## config.mk

```make
export PLATFORM = sky130hd
export DESIGN_NAME = k12a_lcd_ctrl
export DESIGN_NICKNAME = d
export VERILOG_FILES = /design/src/rtl/k12a_lcd_pkg.sv /design/src/rtl/k12a_lcd_fifo.sv /design/src/rtl/k12a_lcd_ctrl.sv
export SDC_FILE = /design/constraint.sdc
export NUM_CORES = 1
export LEC_CHECK = 0
export BUFFER_PORTS_ARGS = -buffer_cell sky130_fd_sc_hd__buf_2
export CAP_MARGIN = 20
export CORE_UTILIZATION = 54
export DETAILED_ROUTE_END_ITERATION = 8
export PLACE_DENSITY_LB_ADDON = 0.2
export SLEW_MARGIN = 25
export SYNTH_ARGS = -nofsm -noshare
export SYNTH_HDL_FRONTEND = slang
export SYNTH_SLANG_ARGS = --single-unit
```

## constraint.sdc

```tcl
create_clock -name cpu_clock -period 4.7 [get_ports cpu_clock]
set_input_delay 0.94 -clock cpu_clock [delete_from_list [all_inputs] [get_ports cpu_clock]]
set_output_delay 0.94 -clock cpu_clock [all_outputs]
set_load 0.1 [all_outputs]
```

## src/rtl/k12a_lcd_pkg.sv

```systemverilog
// ============================================================================
// Module  : k12a_lcd_pkg
// Purpose : Shared LCD sequencer types, command constants and decode helpers.
// Revision: 1.0 - initial release
// ============================================================================
`default_nettype none

package k12a_lcd_pkg;

   typedef enum logic [2:0] {
      IDLE  = 3'd0,
      SETUP = 3'd1,
      PULSE = 3'd2,
      HOLD  = 3'd3,
      EXEC  = 3'd4
   } lcd_state_t;

   localparam logic [7:0] LCD_CMD_CLEAR = 8'h01;
   localparam logic [7:0] LCD_CMD_HOME  = 8'h02;

   // Return-home ignores bit 0, so 0x03 is also a long command.
   function automatic logic lcd_long_exec(input logic rs, input logic [7:0] data);
      return !rs && ((data == LCD_CMD_CLEAR) || (data == LCD_CMD_HOME) || (data == 8'h03));
   endfunction

   function automatic int lcd_max(input int a, input int b);
      return (a > b) ? a : b;
   endfunction

endpackage

`default_nettype wire

```

## src/rtl/k12a_lcd_fifo.sv

```systemverilog
// ============================================================================
// Module  : k12a_lcd_fifo
// Purpose : Small request FIFO; a push while full is accepted only with a pop.
// Revision: 1.0 - initial release
// ============================================================================
`default_nettype none

module k12a_lcd_fifo #(
   parameter int WIDTH = 9,
   parameter int DEPTH = 4
) (
   input  logic                       cpu_clock,
   input  logic                       reset_n,
   input  logic                       push,
   input  logic                       pop,
   input  logic [WIDTH-1:0]           wdata,
   output logic [WIDTH-1:0]           rdata,
   output logic                       full,
   output logic                       empty,
   output logic [$clog2(DEPTH):0]     count
);

   localparam int c_ptr_w = $clog2(DEPTH);

   logic [WIDTH-1:0]   r_mem [DEPTH];
   logic [c_ptr_w-1:0] r_wr_ptr;
   logic [c_ptr_w-1:0] r_rd_ptr;
   logic [c_ptr_w:0]   r_count;
   logic               w_wr;
   logic               w_rd;

   assign full  = (r_count == DEPTH[c_ptr_w:0]);
   assign empty = (r_count == '0);
   assign count = r_count;
   assign rdata = r_mem[r_rd_ptr];

   assign w_rd = pop & ~empty;
   assign w_wr = push & (~full | w_rd);

   always_ff @(posedge cpu_clock) begin
      if (w_wr) r_mem[r_wr_ptr] <= wdata;
   end

   always_ff @(posedge cpu_clock or negedge reset_n) begin
      if (!reset_n) begin
         r_wr_ptr <= '0;
         r_rd_ptr <= '0;
         r_count  <= '0;
      end else begin
         if (w_wr) r_wr_ptr <= r_wr_ptr + 1'b1;
         if (w_rd) r_rd_ptr <= r_rd_ptr + 1'b1;
         case ({w_wr, w_rd})
            2'b10:   r_count <= r_count + 1'b1;
            2'b01:   r_count <= r_count - 1'b1;
            default: r_count <= r_count;
         endcase
      end
   end

endmodule

`default_nettype wire

```

## src/rtl/k12a_lcd_ctrl.sv

```systemverilog
// ============================================================================
// Module  : k12a_lcd_ctrl
// Purpose : HD44780 write sequencer: buffers {rs,data} requests, drives timed
//           setup / enable pulse / hold / execution-wait on the LCD pins.
// Revision: 1.0 - initial release
// ============================================================================
`default_nettype none

module k12a_lcd_ctrl
   import k12a_lcd_pkg::*;
#(
   parameter int SETUP_CYCLES     = 1,
   parameter int PULSE_CYCLES     = 1,
   parameter int HOLD_CYCLES      = 1,
   parameter int EXEC_CYCLES      = 40,
   parameter int LONG_EXEC_CYCLES = 1600,
   parameter int FIFO_DEPTH       = 4
) (
   input  logic       cpu_clock,
   input  logic       reset_n,
   input  logic       wr_strobe,
   input  logic       wr_rs,
   input  logic [7:0] wr_data,
   input  logic       clr_overflow,
   output logic       busy,
   output logic       full,
   output logic       overflow,
   output logic       lcd_rs,
   output logic       lcd_rw,
   output logic       lcd_en,
   output logic [7:0] lcd_data
);

   localparam int c_max_cycles = lcd_max(lcd_max(lcd_max(SETUP_CYCLES, PULSE_CYCLES),
                                                 lcd_max(HOLD_CYCLES, EXEC_CYCLES)),
                                         LONG_EXEC_CYCLES);
   localparam int c_cnt_w = $clog2(c_max_cycles) + 1;

   localparam logic [c_cnt_w-1:0] c_setup_ld = c_cnt_w'(SETUP_CYCLES - 1);
   localparam logic [c_cnt_w-1:0] c_pulse_ld = c_cnt_w'(PULSE_CYCLES - 1);
   localparam logic [c_cnt_w-1:0] c_hold_ld  = c_cnt_w'(HOLD_CYCLES - 1);
   localparam logic [c_cnt_w-1:0] c_exec_ld  = c_cnt_w'(EXEC_CYCLES - 1);
   localparam logic [c_cnt_w-1:0] c_long_ld  = c_cnt_w'(LONG_EXEC_CYCLES - 1);

   lcd_state_t                  r_state;
   lcd_state_t                  w_next;
   logic [c_cnt_w-1:0]          r_cnt;
   logic [c_cnt_w-1:0]          w_cnt_next;
   logic                        w_cnt_zero;
   logic                        w_pop;
   logic                        w_drop;
   logic                        r_lcd_en;
   logic                        r_lcd_rs;
   logic [7:0]                  r_lcd_data;
   logic                        r_overflow;
   logic [8:0]                  w_head;
   logic                        w_fifo_full;
   logic                        w_fifo_empty;
   logic [$clog2(FIFO_DEPTH):0] w_fifo_count;

   k12a_lcd_fifo #(
      .WIDTH (9),
      .DEPTH (FIFO_DEPTH)
   ) u_fifo (
      .cpu_clock (cpu_clock),
      .reset_n   (reset_n),
      .push      (wr_strobe),
      .pop       (w_pop),
      .wdata     ({wr_rs, wr_data}),
      .rdata     (w_head),
      .full      (w_fifo_full),
      .empty     (w_fifo_empty),
      .count     (w_fifo_count)
   );

   assign w_cnt_zero = (r_cnt == '0);

   always_ff @(posedge cpu_clock or negedge reset_n) begin
      if (!reset_n) r_state <= IDLE;
      else          r_state <= w_next;
   end

   always_comb begin
      w_next = r_state;
      case (r_state)
         IDLE:    if (!w_fifo_empty) w_next = SETUP;
         SETUP:   if (w_cnt_zero)    w_next = PULSE;
         PULSE:   if (w_cnt_zero)    w_next = HOLD;
         HOLD:    if (w_cnt_zero)    w_next = EXEC;
         EXEC:    if (w_cnt_zero)    w_next = IDLE;
         default:                    w_next = IDLE;
      endcase
   end

   // Each timed state reloads the shared counter on entry to the next one.
   always_comb begin
      w_pop      = 1'b0;
      w_cnt_next = w_cnt_zero ? r_cnt : r_cnt - 1'b1;
      case (r_state)
         IDLE: begin
            w_pop      = ~w_fifo_empty;
            w_cnt_next = w_fifo_empty ? r_cnt : c_setup_ld;
         end
         SETUP: if (w_cnt_zero) w_cnt_next = c_pulse_ld;
         PULSE: if (w_cnt_zero) w_cnt_next = c_hold_ld;
         HOLD:  if (w_cnt_zero) w_cnt_next = lcd_long_exec(r_lcd_rs, r_lcd_data) ? c_long_ld : c_exec_ld;
         default: ;
      endcase
   end

   assign w_drop = wr_strobe & w_fifo_full & ~w_pop;

   always_ff @(posedge cpu_clock or negedge reset_n) begin
      if (!reset_n) begin
         r_cnt      <= '0;
         r_lcd_en   <= 1'b0;
         r_lcd_rs   <= 1'b0;
         r_lcd_data <= 8'h00;
         r_overflow <= 1'b0;
      end else begin
         r_cnt    <= w_cnt_next;
         r_lcd_en <= (w_next == PULSE);
         if (w_pop) begin
            r_lcd_rs   <= w_head[8];
            r_lcd_data <= w_head[7:0];
         end
         if (w_drop)            r_overflow <= 1'b1;
         else if (clr_overflow) r_overflow <= 1'b0;
      end
   end

   assign busy     = (w_fifo_count != '0) | (r_state != IDLE);
   assign full     = w_fifo_full;
   assign overflow = r_overflow;
   assign lcd_rs   = r_lcd_rs;
   assign lcd_rw   = 1'b0;
   assign lcd_en   = r_lcd_en;
   assign lcd_data = r_lcd_data;

endmodule

`default_nettype wire

```

## Word-level counts from Yosys, hierarchy flattened

Memories as Yosys holds them, arrays and structs flattened. A register that Yosys moved wholly into a read port is not among the register bits.
Index checks and enable logic that the tools add are counted.

- Output and inout port bits: 14
- Flip-flop bits (word level): 24
- Bits of input ports: 13
- Memories kept: 1
- RAM bits: 36
- Logic and storage cells: 65

- Reductions and logical operators: 13
- Equality and inequality tests: 12
- $add $sub $neg: 5
- Bitwise logic cells: 9
- Muxes and demuxes: 18

Memory list:

| name | words | width | rd ports | clocked after memory_dff | write ports | line | RTL |
|---|---|---|---|---|---|---|---|
| u_fifo.r_mem | 4 | 9 | 1 | 1 | 1 | k12a_lcd_fifo.sv:25 | `logic [WIDTH-1:0] r_mem [DEPTH];` |

Operator list:

| operator | number |
|---|---|
| $mux W12 | 4 |
| $pmux W12 S3 | 1 |
| $eq A8 B2 Y1 const B | 2 |
| $mux W3 | 5 |
| $pmux W3 S5 | 1 |
| $logic_not A12 Y1 | 1 |
| $sub A12 B1 Y12 const B | 1 |
| $mux W11 | 1 |
| $eq A3 B2 Y1 const B | 3 |
| $eq A8 B1 Y1 const B | 1 |
| $eq A3 B3 Y1 const B | 2 |
| $logic_not A3 Y1 | 2 |
| $pmux W3 S2 | 1 |
| $reduce_bool A3 Y1 | 2 |
| $mux W1 | 5 |
| $add A2 B1 Y2 const B | 2 |
| $and A1 B1 Y1 | 4 |
| $reduce_bool A2 Y1 | 2 |
| $add A3 B1 Y3 const B | 1 |
| $eq A3 B1 Y1 const B | 1 |
| $not A1 Y1 | 3 |
| $sub A3 B1 Y3 const B | 1 |
| $eq A2 B1 Y1 const B | 1 |
| $eq A2 B2 Y1 const B | 1 |
| other kinds (6) | 9 |

## Depth between registers and ports, before layout

Gate-level depths: netlist of run 1.

- Depth in word-level cells: 8
- Gate-level depth with buffers: 12
- Mapped depth without buffers: 11

## Modules after synthesis

From an unflattened synthesis of run 1, not the netlist that was laid out.

- Cells, all modules: 253
- Area, all modules: 3301.9 um^2

Modules (own cells, without submodules):

| module | times used | area each (um^2) | cells each |
|---|---|---|---|
| k12a_lcd_fifo | 1 | 1730.4 | 85 |
| k12a_lcd_ctrl | 1 | 1571.5 | 168 |

## Worst setup path before layout of run 1

No wires, ideal clock.

- Path type: flip-flop to flip-flop
- From: reg u_fifo.r_count[0] (netlist: u_fifo.count[0])
- To: reg u_fifo.r_count[2] (netlist: u_fifo.count[2])
- Setup slack: 1.862 ns
- Path buffers: 0
- Clock period less this slack: 2.838 ns
- Stages on the path, launching flop included: 12
- Data arrival time: 2.759 ns
- Cell sequence: dfrtp_1 -> inv_1 -> and3_1 -> nand2_1 -> and2_1 -> inv_1 -> ha_1 -> inv_1 -> fa_1 -> xor2_1 -> nor2_1 -> xor2_1

- Elaborated cells on any way between the ends: 14
- Classes of those cells: 2 x add/sub; 3 x eq/ne; 2 x mux; 5 x bitwise; 2 x reduce/logical

RTL lines:

| element | line | RTL |
|---|---|---|
| from (decl) | k12a_lcd_fifo.sv:28 | `logic [c_ptr_w:0] r_count;` |
| from (signal assigned) | k12a_lcd_fifo.sv:53 | `2'b10: r_count <= r_count + 1'b1;` |
| from (signal assigned) | k12a_lcd_fifo.sv:54 | `2'b01: r_count <= r_count - 1'b1;` |
| from (signal assigned) | k12a_lcd_fifo.sv:55 | `default: r_count <= r_count;` |
| $eq A3 B3 Y1 * | k12a_lcd_fifo.sv:32 | `assign full = (r_count == DEPTH[c_ptr_w:0]);` |
| via full | k12a_lcd_ctrl.sv:26 | `output logic full,` |
| $not A1 Y1 * | k12a_lcd_fifo.sv:38 | `assign w_wr = push & (~full \| w_rd);` |
| $or A1 B1 Y1 * | k12a_lcd_fifo.sv:38 |  |
| $and A1 B1 Y1 * | k12a_lcd_fifo.sv:38 |  |
| $eq A2 B1 Y1 or $eq A2 B2 Y1 (tied branches) | k12a_lcd_fifo.sv:52 | `case ({w_wr, w_rd})` |
| $pmux W3 S2 or $reduce_bool A2 Y1 (tied branches) | n/a |  |

Mark *: on every way through the listed nets, which the timed path passes. The rest lies on a longest branch.
A chain may end at the register's enable or synchronous reset.

## Worst setup path in the final report of run 1

- From: reg r_state[2]
- To: out busy

- Cells in the longest elaborated chain, start to end: 2

Ends and longest elaborated chain:

| element | line | RTL |
|---|---|---|
| from (decl) | k12a_lcd_ctrl.sv:45 | `lcd_state_t r_state;` |
| from (signal assigned) | k12a_lcd_ctrl.sv:80 | `else r_state <= w_next;` |
| $reduce_bool A3 Y1 | k12a_lcd_ctrl.sv:132 | `assign busy = (w_fifo_count != '0) \| (r_state != IDLE);` |
| $or A1 B1 Y1 | k12a_lcd_ctrl.sv:132 |  |
| to (decl) | k12a_lcd_ctrl.sv:25 | `output logic busy,` |

Every way passes these cells.

==> results of run 1 <==
## final cells by class
class | instances | area (µm²)
Clock buffer | 9 | 124
Multi-Input combinational cell | 142 | 1180
Inverter | 11 | 41.3
Sequential cell | 69 | 1910
Fill cell | 446 | 2060
Timing Repair Buffer | 26 | 133
Clock inverter | 7 | 73.8
Tap cell | 72 | 90.1
## cell usage after synthesis, types with 2 or more instances
| cell type | number | area share |
|---|---|---|
| xnor2_1 | 4 | 0.011 |
| o41ai_1 | 3 | 0.0082 |
| buf_2 | 2 | 0.0031 |
| nor3_1 | 8 | 0.013 |
| inv_1 | 10 | 0.012 |
| nand3_1 | 2 | 0.0031 |
| o21ai_0 | 8 | 0.013 |
| or2_2 | 2 | 0.0039 |
| edfxtp_1 | 36 | 0.34 |
| a311oi_1 | 4 | 0.011 |
| mux2i_1 | 2 | 0.0063 |
| or3_4 | 2 | 0.0071 |
| nand3b_1 | 3 | 0.0071 |
| xor2_1 | 6 | 0.016 |
| and3_1 | 6 | 0.012 |
| nand2_1 | 10 | 0.012 |
| and2_1 | 2 | 0.0039 |
| a31oi_1 | 2 | 0.0039 |
| nor4_1 | 2 | 0.0039 |
| buf_1 | 2 | 0.0024 |
| dfrtp_1 | 33 | 0.26 |
| ha_1 | 9 | 0.035 |
| mux4_2 | 9 | 0.063 |
| or3_1 | 2 | 0.0039 |
| mux2_2 | 10 | 0.035 |
| a21oi_1 | 13 | 0.020 |
| buf_4 | 4 | 0.0094 |
| nor2_1 | 16 | 0.019 |
## cells by family (layout without fill, tap and decap cells)
family	after synthesis	after routing
DFF	69	69
and+or+nand+nor	60	60
AOI/OAI and AO/OA	40	40
muxes	21	21
buffers and inverters	21	53
adders and majority gates	10	10
xor gates and xnor gates	10	10
other	1	1
## metal layers
metal  share of wire  up-vias  wire, µm  track usage
met5               0        -         0            0
met4           0.018        0        99        0.109
met3           0.034        9       190       0.0379
met2            0.47       42      2620        0.317
met1            0.47      975      2630        0.279
li1                -      924         -            -
## per-stage QoR
step	util	cell area [µm²]	instances	hold slack (ps)
after floorplan	-	3190	232	438
after global placement	0.598	3350	320	487
after detailed placement	0.598	3350	320	481
after CTS	0.633	3550	336	494
after global routing	0.633	3550	336	505
final	0.633	3550	336	497
## registers in the layout, indices dropped and copies added (netlist names)
| register | flops |
|---|---|
| lcd_data | 8 |
| lcd_en | 1 |
| lcd_rs | 1 |
| overflow | 1 |
| r_cnt | 12 |
| r_state | 3 |
| u_fifo.count | 3 |
| u_fifo.r_mem | 36 |
| u_fifo.r_rd_ptr | 2 |
| u_fifo.r_wr_ptr | 2 |
## how the worst min path moves through the flow
stage	slack, ps	end
floorplan	440	r_cnt[11]$_DFFE_PN0P_
global placement	490	u_fifo.count[2]$_DFFE_PN0P_
detailed placement	480	u_fifo.count[2]$_DFFE_PN0P_
CTS	490	u_fifo.count[2]$_DFFE_PN0P_
global route	510	u_fifo.count[2]$_DFFE_PN0P_
finish	500	u_fifo.count[2]$_DFFE_PN0P_
## critical path, cell delays in order (launching register included)
cell     delay [ps]
dfrtp_1         570
nor3_2          520
and2_1          450
inv_2           170
buf_2           330
==> impl_metrics.toml, run 1 <==
[timing]
finalCritPeriodShare = 0.707
fmaxAchievable_ghz = 0.301
finalHoldViolCount = 0
tns_ps = 0
setup-violations-final = 0
worst_slew_pin_slew_ps = 742
worst_slew_margin_rel = 0.505
fin_crit_ps = 3330
finalMaxSlewViolations = 0
rsz0062_at_grt = "false"
fin_ws_ps = 1370
fin_skew_ps = 6.80

[finish]
final_cell_mix = "36 x edfxtp_1, 33 x dfrtp_1, 25 x buf_2"
drive_gt1_frac = 0.273
layout_commonest_cell = "edfxtp_1"
nets = 282
syn_to_final_growth_pct = 11.2
diodes = 0

[logic_synthesis]
synth_top_family_by_area = "multiplexers"
syn-num-nets = 255
synth-compound-area-share = 0.0913
muxShareOfSynthArea = 0.105
synth_edf_count = 36
synth-seq-cells = 69
syn-instance-count = 232
synth_area_um2 = 3190
synth-xor-area-share = 0.0274
ys_types = 48
synth_warnings = 0
seq_area_frac_synth = 0.597
ys.flop_type = "edfxtp_1"
synth_adder_area_share = 0.0415
synthArstFlopShare = 0.478
postSynthAreaPerCell_um2 = 13.8
synthSimpleGateAreaFrac = 0.104

[die]
num_rows = 27
coreArea_um2 = 5610
start_util = 0.569
die-area_um2 = 6220
die_h_um = 78.9
die_w_um = 78.9
ioPinCount = 27

[clock_tree]
numCtsBuffers = 9
h-tree-depth = 3
post-cts-setup-buffer-count = 0
cts_sinks = 69
cts_tree = "yes"
clk_pin_slew_ps = 70
cts_buffer_depth = 2
cts.repair.resized = 0
hold_buffers = 0
cts-root-buf = "clkbuf_8"
clkLatencyLatePin_ps = 340

[setup_path]
worstPathArrival_ps = 2390
crit_end = "busy"
r2r_start = "r_cnt[2]$_DFFE_PN0P_"
worst_setup_path_end_kind = "output pin"
cp.required_ps = 3760
crit_fanout = 16
cp-start-kind = "register"
setup.worst_path.start = "r_state[2]$_DFF_PN0_"
worstReg2RegEnd = "r_cnt[0]$_DFFE_PN0P_"
ff2ff_path_depth = 9
r2r_setup_slack_ps = 1780
crit_type = "register to output pin"

[job]
max_cap_violations = 0

[global_route]
grtUsageTotal = 0.206
grt_max_degree = 34
overflow = 0
antenna_found_initial = 0
grt_pass1_vias = 1965
grt_pass1_wl_mm = 9.40

[routing]
vias_per_cell = 5.80
drt-initial-drc-count = 140
dr_total_vias = 1950
first_pass_iters = 5
wire_per_inst_um = 16.5
wirelength_mm = 5.54
drc = 0
ant_nets = 0

[place]
place_congestion = 0.882
post-place-ws_ps = 1760
dp_hpwl_mm = 3.75
io_buffers = 25

[run_status]
status = "complete, no violations"

[min_path]
whs_path_depth = 1
min_path_type = "register to register"
min_from = "u_fifo.count[2]$_DFFE_PN0P_"
Power of run 1 is not shown: default switching activity piles up to over one toggle a cycle in this logic, so the estimate is an artifact.
==> run 2: changes to the inputs <==
- clock period: 4.7 -> 3.44 ns (I/O delays scaled with it)
==> run 2 against run 1 <==
Against the previous run: non-clock buffer count is 1 higher; register-to-register slack got worse by 970 ps; cell area grew 0.39%; final cell count grew 0.30%; critical path depth did not move; clock skew rose by 4.2 ps; utilization rose by 0.25 points; routed wire length up 2.9%; critical path type unchanged; highest routed layer unchanged.
==> impl_metrics.toml, run 2 (synthesis results as in run 1) <==
[die]
die_w_um = 78.9
num_rows = 27
die-area_um2 = 6220
coreArea_um2 = 5610
start_util = 0.569
die_h_um = 78.9
ioPinCount = 27

[finish]
largest_register = "u_fifo.r_mem"
layout_commonest_cell = "edfxtp_1"
diodes = 0
final_cell_mix = "36 x edfxtp_1, 33 x dfrtp_1, 25 x buf_2"
largest_reg_flops = 36
fin_area_um2 = 3560
fill_cells = 461
syn_to_final_growth_pct = 11.6
drive_gt1_frac = 0.275
nets = 283

[clock_tree]
cts.repair.resized = 0
hold_buffers = 0
cts_buffer_depth = 2
cts_sinks = 69
cts-root-buf = "clkbuf_8"
h-tree-depth = 3
numCtsBuffers = 9
post-cts-setup-buffer-count = 0
clkLatencyLatePin_ps = 330
cts_tree = "yes"
clk_pin_slew_ps = 80

[global_route]
grtUsageTotal = 0.204
grt_max_degree = 34
overflow = 0
antenna_found_initial = 0
grt_pass1_wl_mm = 9.43
grt_pass1_vias = 1924

[timing]
rsz0062_at_grt = "false"
finalHoldViolCount = 0
finalCritPeriodShare = 0.890
fin_crit_ps = 3060
finalMaxSlewViolations = 0
setup-violations-final = 0
fin_skew_ps = 11.0
worst_slew_margin_rel = 0.473
tns_ps = 0
fmaxAchievable_ghz = 0.327
hold_slack_ps = 431
worst_slew_pin_slew_ps = 791

[setup_path]
cp-start-kind = "register"
critical-path-max-stage-delay_ps = 580
worst_setup_path_end_kind = "output pin"
critical_path.cell_chain = "nor3_2 > and2_1 > inv_2 > buf_2"
crit_family = "simple AND/OR/NAND/NOR gates"
crit_type = "register to output pin"
cpMaxStageDelayCell = "dfrtp_1"
worstPathArrival_ps = 2370
cp.required_ps = 2750
cp_num_buf_inv = 2
crit_fanout = 16

[power]
powerDensity_nw_per_um2 = 1050
p_leak_nw = 1.43
ir_worst_vdd_mv = 0.524

[routing]
drt-initial-drc-count = 130
wire_per_inst_um = 16.9
drc = 0
dr_total_vias = 1956
vias_per_cell = 5.80
ant_nets = 0
first_pass_iters = 4
wirelength_mm = 5.70

[job]
max_cap_violations = 0

[place]
place_congestion = 0.828
io_buffers = 25
dp_hpwl_mm = 3.80
place_area_um2 = 3360

[run_status]
status = "complete, no violations"

[min_path]
min_path_type = "input pin to async pin"
run 2: metal layers:
metal / wire length (µm) / track usage
met1: 2750 / 0.291
met2: 2620 / 0.307
met3: 252 / 0.0391
met4: 78 / 0.0855
met5: 0 / 0
run 2: metrics by stage:
step	power, mW	instances	utilization	worst slack (ps)
CTS	3.76	337	0.636	375
floorplan	2.76	232	-	602
global route	3.94	337	0.636	213
finish	3.73	337	0.636	377
global placement	3.03	321	0.599	832
detailed placement	3.07	321	0.599	741
run 2: worst paths after layout:
path	startpoint	to	slack, ps	cells past startpoint
setup / recovery	r_state[2]$_DFF_PN0_	busy	380	4
hold / removal	reset_n	lcd_data[0]$_DFFE_PN0P_	430	1
setup reg to reg	r_cnt[2]$_DFFE_PN0P_	r_cnt[0]$_DFFE_PN0P_	810	10
hold reg to reg	r_cnt[11]$_DFFE_PN0P_	r_cnt[11]$_DFFE_PN0P_	470	1
max in group asynchronous	reset_n	r_state[0]$_DFF_PN0_	2500	1
min in group cpu_clock	r_cnt[11]$_DFFE_PN0P_	r_cnt[11]$_DFFE_PN0P_	470	1
run 2: cell type report:
class / instances / area (µm²) / share of cell area
clock buffers: 9 / 124 / 0.0347
clock inverters: 7 / 80.1 / 0.0225
inverters: 11 / 41.3 / 0.0116
multi-input cells: 142 / 1180 / 0.332
flip-flops and latches: 69 / 1910 / 0.535
well taps: 72 / 90.1 / 0.0253
repair buffers: 27 / 140 / 0.0393
run 2: power breakdown:
group          switching (mW)  internal (mW)  leakage [nW]
registers               0.261           1.15         0.736
logic                    1.07          0.579         0.595
clock network           0.328          0.345        0.0973
total                    1.66           2.07          1.43
Note: power is estimated with default switching activity, not from simulation.
==> run 3: changes to the inputs <==
- PLACE_DENSITY_LB_ADDON: 0.2 -> 0.08
==> run 3 against run 2 <==
Against the previous run: routed wire length fell by 2.1%; combinational power barely moved; flip-flop and latch count did not move; highest routed layer unchanged; critical path type unchanged.
==> impl_metrics.toml, run 3 (synthesis results as in run 1) <==
[run_status]
status = "complete, no violations"

[global_route]
antenna_found_initial = 0
use_met3 = 0.0356
grt_pass1_wl_mm = 9.17
met1_usage = 0.253
grt_max_degree = 34
overflow = 0
grt_pass1_vias = 1964
use_met2 = 0.346
grt_busiest_layer = "met2"
grtUsageTotal = 0.201

[timing]
fin_crit_ps = 3040
rsz0062_at_grt = "false"
tns_ps = 0
fmaxAchievable_ghz = 0.328
setup-violations-final = 0
finalCritPeriodShare = 0.885
worst_slew_pin_slew_ps = 741
worst_slew_margin_rel = 0.506
fin_skew_ps = 6.66
hold_slack_ps = 409
fin_ws_ps = 396
finalMaxSlewViolations = 0
finalHoldViolCount = 0

[finish]
layout_commonest_cell = "edfxtp_1"
nets = 283
drive_gt1_frac = 0.268
fill_cells = 437
post-route-util = 0.642
syn_to_final_growth_pct = 12.7
largest_register = "u_fifo.r_mem"
diodes = 0
fin_area_um2 = 3600
largest_reg_flops = 36
fin_cells = 337
final_cell_mix = "36 x edfxtp_1, 33 x dfrtp_1, 25 x buf_2"

[clock_tree]
h-tree-depth = 3
cts_sinks = 69
cts_tree = "yes"
cts_buffer_depth = 2
clk_pin_slew_ps = 80
numCtsBuffers = 9
cts.repair.resized = 0
cts-root-buf = "clkbuf_8"
clkLatencyLatePin_ps = 340
hold_buffers = 0
post-cts-setup-buffer-count = 0

[power]
ir_worst_vdd_mv = 0.893
p_leak_nw = 1.45
powerDensity_nw_per_um2 = 1070
total_power_mw = 3.84

[routing]
drc = 0
dr_total_vias = 1925
first_pass_iters = 4
wirelength_mm = 5.59
ant_nets = 0
drt-initial-drc-count = 91
vias_per_cell = 5.71
wire_per_inst_um = 16.6

[place]
post-place-ws_ps = 773
dp.cells = 321
io_buffers = 25
dp_hpwl_mm = 3.76
place_congestion = 0.813
place_area_um2 = 3360

[die]
num_rows = 27
start_util = 0.569
ioPinCount = 27
die-area_um2 = 6220
die_w_um = 78.9
die_h_um = 78.9
coreArea_um2 = 5610

[setup_path]
cp.required_ps = 2750
crit_type = "register to output pin"
worstPathArrival_ps = 2360
cp-start-kind = "register"
worst_setup_path_end_kind = "output pin"
crit_fanout = 16
ff2ff_path_depth = 10

[min_path]
min_path_type = "input pin to async pin"

[job]
max_cap_violations = 0
run 3: cell count changes in the layout (fill, tap and decap cells not counted), sizes merged:
cell,delta
clkinv,+1
inv,-3
clkinvlp,-2
bufinv,+2
clkbuf,+2
run 3: path summary, 6_finish.rpt:
kind / start / end / slack, ps
max in group asynchronous: reset_n / lcd_data[0]$_DFFE_PN0P_ / 2550
worst max-delay path: r_state[2]$_DFF_PN0_ / busy / 400
worst min register to register: r_cnt[11]$_DFFE_PN0P_ / r_cnt[11]$_DFFE_PN0P_ / 490
worst min-delay path: reset_n / lcd_data[4]$_DFFE_PN0P_ / 410
worst max register to register: r_cnt[2]$_DFFE_PN0P_ / r_cnt[0]$_DFFE_PN0P_ / 850
min in group cpu_clock: r_cnt[11]$_DFFE_PN0P_ / r_cnt[11]$_DFFE_PN0P_ / 490
run 3: critical path, cell delays in order, from the launching register on:
cell	delay, ps
dfrtp_1	570
nor3_2	490
and2_1	450
inv_2	170
buf_2	330
run 3: area by class of cell:
cell class / count / area, µm² / share of cell area
clock inverters: 5 / 108 / 0.0299
well taps: 72 / 90.1 / 0.0250
repair buffers: 27 / 140 / 0.0389
multi-input cells: 142 / 1180 / 0.328
inverters: 11 / 41.3 / 0.0115
clock buffers: 11 / 131 / 0.0365
flip-flops and latches: 69 / 1910 / 0.530
run 3: metal layers:
metal  share of wire  vias to the layer above  wire [µm]
met2            0.50                       36       2770
met3           0.033                        8        187
met5               0                        -          0
met4           0.014                        0         78
li1                -                      924          -
met1            0.46                      957       2550
run 3: power breakdown:
part | total, mW | switching [mW] | internal, mW
clock network | 0.793 | 0.307 | 0.486
registers | 1.41 | 0.265 | 1.15
logic | 1.63 | 1.06 | 0.577
total | 3.84 | 1.63 | 2.21
